===== src/rtl/zcr_windowed.sv =====
// zcr_windowed: windowed zero-crossing counter with hysteresis.
// Samples are classified against a symmetric dead band of +/-thresh, a sign
// tracker remembers the last non-dead polarity, and every polarity flip of
// the tracker is counted. After WINDOW_SIZE accepted samples the saturated
// count is published together with a one-cycle valid pulse and a flag that
// tells whether the window ran out of count range.
module zcr_windowed #(
  parameter int DATA_WIDTH  = 16,
  parameter int WINDOW_SIZE = 256,
  parameter int CNT_WIDTH   = 9
) (
  input  logic                         clk,
  input  logic                         reset,
  input  logic                         enable,
  input  logic                         clear,
  input  logic signed [DATA_WIDTH-1:0] data_in,
  input  logic                         data_valid,
  input  logic        [DATA_WIDTH-2:0] thresh,
  output logic        [CNT_WIDTH-1:0]  zcr_count,
  output logic                         zcr_valid,
  output logic                         zcr_sat
);

  localparam int SCW = (WINDOW_SIZE > 1) ? $clog2(WINDOW_SIZE) : 1;
  localparam logic [SCW-1:0] LAST_IDX = SCW'(WINDOW_SIZE - 1);

  typedef enum logic [1:0] {
    TRK_UNKNOWN = 2'd0,
    TRK_POS     = 2'd1,
    TRK_NEG     = 2'd2
  } trk_t;

  trk_t                   r_trk;
  logic [SCW-1:0]         r_sampleCnt;
  logic [CNT_WIDTH-1:0]   r_acc;
  logic                   r_sticky;
  logic [CNT_WIDTH-1:0]   r_zcrCount;
  logic                   r_zcrValid;
  logic                   r_zcrSat;

  // One extra bit so that -thresh and the most negative sample both fit.
  logic signed [DATA_WIDTH:0] w_dataExt;
  logic signed [DATA_WIDTH:0] w_threshPos;
  logic signed [DATA_WIDTH:0] w_threshNeg;
  logic                       w_accept;
  logic                       w_isPos;
  logic                       w_isNeg;
  logic                       w_crossing;
  logic                       w_accFull;
  logic [CNT_WIDTH-1:0]       w_accNext;
  logic                       w_stickyNext;
  logic                       w_lastSample;

  assign w_dataExt   = {data_in[DATA_WIDTH-1], data_in};
  assign w_threshPos = {2'b00, thresh};
  assign w_threshNeg = -w_threshPos;

  assign w_accept     = enable && data_valid && !clear;
  assign w_isPos      = (w_dataExt > w_threshPos);
  assign w_isNeg      = (w_dataExt < w_threshNeg);
  assign w_crossing   = (w_isPos && (r_trk == TRK_NEG)) ||
                        (w_isNeg && (r_trk == TRK_POS));
  assign w_accFull    = (r_acc == {CNT_WIDTH{1'b1}});
  assign w_accNext    = (w_crossing && !w_accFull) ? (r_acc + 1'b1) : r_acc;
  assign w_stickyNext = r_sticky || (w_crossing && w_accFull);
  assign w_lastSample = (r_sampleCnt == LAST_IDX);

  // Tracker, window bookkeeping and registered outputs in one state machine.
  always_ff @(posedge clk or negedge reset) begin
    if (!reset) begin
      r_trk       <= TRK_UNKNOWN;
      r_sampleCnt <= '0;
      r_acc       <= '0;
      r_sticky    <= 1'b0;
      r_zcrCount  <= '0;
      r_zcrValid  <= 1'b0;
      r_zcrSat    <= 1'b0;
    end else begin
      r_zcrValid <= 1'b0;
      if (clear) begin
        r_trk       <= TRK_UNKNOWN;
        r_sampleCnt <= '0;
        r_acc       <= '0;
        r_sticky    <= 1'b0;
      end else if (w_accept) begin
        if (w_isPos) begin
          r_trk <= TRK_POS;
        end else if (w_isNeg) begin
          r_trk <= TRK_NEG;
        end
        if (w_lastSample) begin
          r_zcrCount  <= w_accNext;
          r_zcrSat    <= w_stickyNext;
          r_zcrValid  <= 1'b1;
          r_acc       <= '0;
          r_sticky    <= 1'b0;
          r_sampleCnt <= '0;
        end else begin
          r_acc       <= w_accNext;
          r_sticky    <= w_stickyNext;
          r_sampleCnt <= r_sampleCnt + 1'b1;
        end
      end
    end
  end

  assign zcr_count = r_zcrCount;
  assign zcr_valid = r_zcrValid;
  assign zcr_sat   = r_zcrSat;

endmodule


===== config.mk =====
export PLATFORM = sky130hd
export DESIGN_NAME = zcr_windowed
export DESIGN_NICKNAME = d
export VERILOG_FILES = /design/src/rtl/zcr_windowed.sv
export SDC_FILE = /design/constraint.sdc
export NUM_CORES = 1
export LEC_CHECK = 0
export CORE_UTILIZATION = 30
export CTS_CLUSTER_DIAMETER = 100
export CTS_CLUSTER_SIZE = 12
export DETAILED_ROUTE_END_ITERATION = 6
export GPL_ROUTABILITY_DRIVEN = 0
export HOLD_SLACK_MARGIN = 0.06
export PLACE_DENSITY = 0.48
export SLEW_MARGIN = 20
export SYNTH_ARGS = -nofsm -noshare
export SYNTH_HDL_FRONTEND = slang
export SYNTH_SLANG_ARGS = --single-unit

===== constraint.sdc =====
create_clock -name clk -period 6.2 [get_ports clk]
set_input_delay 1.55 -clock clk [delete_from_list [all_inputs] [get_ports clk]]
set_output_delay 1.55 -clock clk [all_outputs]
set_load 0.02 [all_outputs]

# After elaboration in Yosys (flattened, before gate mapping)

Index checks and enable logic that the tools add are counted.

Register bits after elaboration: 31
Word-level logic and storage cells: 48
RAM bits: 0
Latch bits: 0
Output and inout port bits: 11
Input bits: 36
ROM bits: 0
Memories: 0

$mul: 0
Magnitude comparators: 2
Add/subtract/negate cells: 3
Divide/modulo/power cells: 0
Equal/unequal tests: 4
Bitwise logic cells: 1
Multiplexer cells: 17
Reductions and logical operators: 14
Shift operators: 0

Operator list:

| operator            | number |
|---|---|
| $mux 9              | 4 |
| $mux 8              | 3 |
| $lt 16x17->1        | 1 |
| $neg 15->17         | 1 |
| $gt 16x16->1        | 1 |
| $add 9x1->9 const B | 1 |
| $eq 9x9->1 const B  | 1 |
| $add 8x1->8 const B | 1 |
| $eq 8x8->1 const B  | 1 |
| $mux 2              | 4 |
| $logic_and 1x1->1   | 6 |
| $mux 1              | 6 |
| $reduce_and 3->1    | 1 |
| $reduce_bool 3->1   | 1 |
| $eq 2x1->1 const B  | 1 |
| $eq 2x2->1 const B  | 1 |
| $logic_not 1->1     | 2 |
| $logic_or 1x1->1    | 2 |
| $reduce_and 2->1    | 1 |
| $reduce_bool 2->1   | 1 |
| $not 1->1           | 1 |

# Longest topological paths before layout

Depth after elaboration: 9
Mapped depth: 17
Mapped depth without buffers: 16

# Least setup slack after synthesis

No wires, ideal clock.

Path type: in2reg
Start point: input port thresh[1]
End point: register r_acc[7]
Setup slack: 0.590 ns
Library setup time: 0.069 ns
Data required time: 6.131 ns
Data arrival time: 5.541 ns
Buffers on the path: 0
Stages on the path: 15
Cells stage by stage: or4_4 nor2_4 nand3_2 or3_1 or3_1 or3_4 xnor2_2 ha_1 nand4_2 or4_1 a31oi_2 o31ai_1 a31o_1 or4_1 nand3_1

Longest elaborated chain between the ends: 9
Elaborated cells between the ends (all ways): 11
Those cells by class: 1 x add/sub; 2 x order compare; 4 x mux; 4 x reduce/logical

Ends and longest elaborated chain:

| element              | RTL line | RTL |
|---|---|---|
| from (decl)          | 18       | `input logic [DATA_WIDTH-2:0] thresh,` |
| $neg 15->17          | 56       | `assign w_threshNeg = -w_threshPos;` |
| $lt 16x17->1         | 60       | `assign w_isNeg = (w_dataExt < w_threshNeg);` |
| $logic_and 1x1->1    | 62       | `(w_isNeg && (r_trk == TRK_POS));` |
| $logic_or 1x1->1 *   | 61       | `assign w_crossing = (w_isPos && (r_trk == TRK_NEG)) \|\|` |
| $logic_and 1x1->1 *  | 64       | `assign w_accNext = (w_crossing && !w_accFull) ? (r_acc + 1'b1) : r_acc;` |
| $mux 9 *             | 64       |  |
| $mux 9 *             | 91       | `if (w_lastSample) begin` |
| $mux 9 *             | 85       | `end else if (w_accept) begin` |
| $mux 9 *             | 80       | `if (clear) begin` |
| to (signal assigned) | 99       | `r_acc <= w_accNext;` |
| to (decl)            | 35       | `logic [CNT_WIDTH-1:0] r_acc;` |

Mark *: on every way between the ends. The rest lies on a longest branch, timed or not. The select of a mux whose other input is x is not followed.
A chain may end at the register's enable or synchronous reset.

# Worst setup path in the final report

Same ends and word-level chain as after synthesis.

==> impl_metrics.env <==
export IMPL_first_pass_iters=4
export IMPL_drt_vias_per_instance=5.08
export IMPL_p_per_area_nw_per_um2=135
export IMPL_worst_pin_slew_ns=0.692
export IMPL_antenna_found_initial=0
export IMPL_synth_cell_types=53
export IMPL_r2r_end="r_acc[7]"
export IMPL_grt_pass1_wl_mm=11.1
export IMPL_synth_main_ff_cell="dfrtp_1"
export IMPL_yosysSeqAreaShare=0.296
export IMPL_final_cells=484
export IMPL_overflow=0
export IMPL_synthArstFlopShare=1.00
export IMPL_min_from="zcr_count[0]"
export IMPL_routed_wl_mm=6.47
export IMPL_core_um2=8340
export IMPL_vdd_ir_drop_max_v=0.0000665
export IMPL_setup_viol=0
export IMPL_syn_area_per_cell_um2=8.42
export IMPL_clk_pin_slew_worst_paths_ns=0.07
export IMPL_die_h_um=95.4
export IMPL_synth_area_leaders="dfrtp_1, ha_1, o21ai_0, nand2_1, nor2_1"
export IMPL_drtIter0Drc=62
export IMPL_cts_max_level=2
export IMPL_yosys_warnings=0
export IMPL_crit_type="input port to flop"
export IMPL_hold_end="zcr_count[0]"
export IMPL_post_dp_hpwl_mm=5.05
export IMPL_die_w_um=95.4
export IMPL_maxSlewViolCount=0
export IMPL_rsz0062_at_grt="false"
export IMPL_die_area_um2=9110
export IMPL_drv_cap=0
export IMPL_synth_nets=382
export IMPL_hold_path_class="flop to flop"
export IMPL_reg2regPathDepth=8
export IMPL_via_count=2458
export IMPL_cp_end_kind="flop"
export IMPL_critPathRequiredTime_ns=6.42
export IMPL_reg2reg_slack_ns=3.69
export IMPL_wl_per_cell_um=13.4
export IMPL_post_place_cells=474
export IMPL_synth_cells=311
export IMPL_synth_common_cells="ha_1, dfrtp_1, nand2_1"
export IMPL_rows=33
export IMPL_cts_buffers=5
export IMPL_whs_path_depth=2
export IMPL_crit_fanout=6
export IMPL_yosysTopAreaCellShare=0.296
export IMPL_diodes=0
export IMPL_initial_utilization=0.314
export IMPL_clockBufferDepth=2
export IMPL_leakagePower_nw=1.53
export IMPL_fin_nets=449
export IMPL_finalCriticalPeriod_ns=5.94
export IMPL_cts_tree="built"
export IMPL_slew_headroom=0.537
export IMPL_synth_edf_count=0
export IMPL_numClockSinks=31
export IMPL_crit_path_start_kind="input port"
export IMPL_grt_pass1_vias=2453
export IMPL_root_buffer="clkbuf_8"
export IMPL_grt_max_degree=32
export IMPL_hold_slack_ns=0.488
export IMPL_syn2layout_area_growth_pct=31.7
export IMPL_status="finished clean"
export IMPL_antenna_left=0
export IMPL_max_freq_mhz=168
export IMPL_worstPathArrival_ns=6.16
export IMPL_ios=47
export IMPL_clkLatencyLatePin_ns=0.28
export IMPL_finalSetupTns_ns=0
export IMPL_timing_rr_start="r_acc[0]"
export IMPL_syn_area_um2=2620
export IMPL_drc=0
export IMPL_portBuffers=46
export IMPL_fin_crit_sh=0.959
export IMPL_clock_skew_final_ns=0.00957
export IMPL_synth_most_common_cell="ha_1"
export IMPL_cp_startpoint="thresh[1]"
export IMPL_synth_seq_cells=31
export IMPL_synth_top_cell_by_area="dfrtp_1"
export IMPL_drive_gt1_frac=0.116
export IMPL_power_total_w=0.000466
export IMPL_finalHoldViolations=0
export IMPL_grt_use_total=0.153
==> layer usage <==
layer | vias to the layer above | GRT usage | wire (um)
li1 | 1271 | - | -
met1 | 1144 | 0.204 | 3180
met2 | 39 | 0.261 | 3070
met3 | 4 | 0.0263 | 188
met4 | 0 | 0.0299 | 29
met5 | - | 0 | 0
==> sequential cells by signal, summed over array words and instances (netlist names) <==
| register | count |
|---|---|
| r_acc | 9 |
| r_sampleCnt | 8 |
| zcr_valid | 1 |
| zcr_sat | 1 |
| r_trk | 2 |
| zcr_count | 9 |
| r_sticky | 1 |
==> worst max-delay path by stage <==
| stage | to | depth (start not counted) |
|---|---|---|
| finish | r_acc[7] | 16 |
| global route | r_acc[7] | 18 |
| CTS | r_acc[7] | 16 |
| detailed placement | r_acc[7] | 16 |
| global placement | r_acc[7] | 16 |
| floorplan | r_acc[7] | 15 |
==> per-stage QoR <==
step	cell area (um2)	worst slack (ns)	util
after CTS	3410	0.140	0.409
after global routing	3450	0.0306	0.413
after global placement	3330	-0.0740	0.399
final	3450	0.256	0.413
after detailed placement	3330	-0.152	0.399
after floorplan	2620	0.590	-
==> power breakdown <==
part | total (W) | switching (W) | internal [W]
clock network | 0.000154 | 0.0000751 | 0.0000787
registers | 0.000205 | 0.00000148 | 0.000204
logic | 0.000107 | 0.0000542 | 0.0000532
==> cell families after synthesis <==
kind of cell	after synthesis	synth area share
xor gates and xnor gates	14	0.0497
buffers and inverters	30	0.0440
AOI/OAI and AO/OA	76	0.185
and+or+nand+nor	123	0.249
adders and majority gates	35	0.167
muxes	2	0.00860
DFF	31	0.296
==> cell type report <==
class	count	area [um2]
fillers	852	4890
multi-input cells	251	1760
flip-flops and latches	31	776
repair buffers	67	618
well taps	105	131
inverters	22	82.6
clock buffers	7	76.3
clock inverters	1	5.00
==> worst max-delay path, cell delays in order <==
cell             delay, ns
clkdlybuf4s50_1       0.42
or4_4                 0.57
nor2_4                0.12
nand3_2               0.09
or3_1                 0.34
or3_1                 0.35
or3_4                 0.36
xnor2_2               0.14
ha_1                  0.29
nand4_2               0.11
or4_1                 0.59
a31oi_4               0.20
o31ai_2               0.13
a31o_2                0.32
or4_1                 0.50
nand3_1               0.09
==> cell usage in the layout (no fill, tap or decap), drive strengths merged, types with 3 or more instances in the layout <==
cell	instances
nand3	11
or4	4
nor3	8
a31oi	10
xnor2	10
clkbuf	7
clkdlybuf4s50	46
nor2	29
o211ai	4
a21oi	16
ha	35
inv	22
nand4	13
or3	9
o31ai	3
dfrtp	31
nand2	29
o21ai	24
and3	8
buf	21
xor2	4
==> repair_timing <==
item,in CTS,in global routing
setup endpoints to repair,0,14
hold buffers,0,0
setup buffers,0,1
gates resized for setup,0,5
Note: power is estimated with default switching activity, not from simulation.
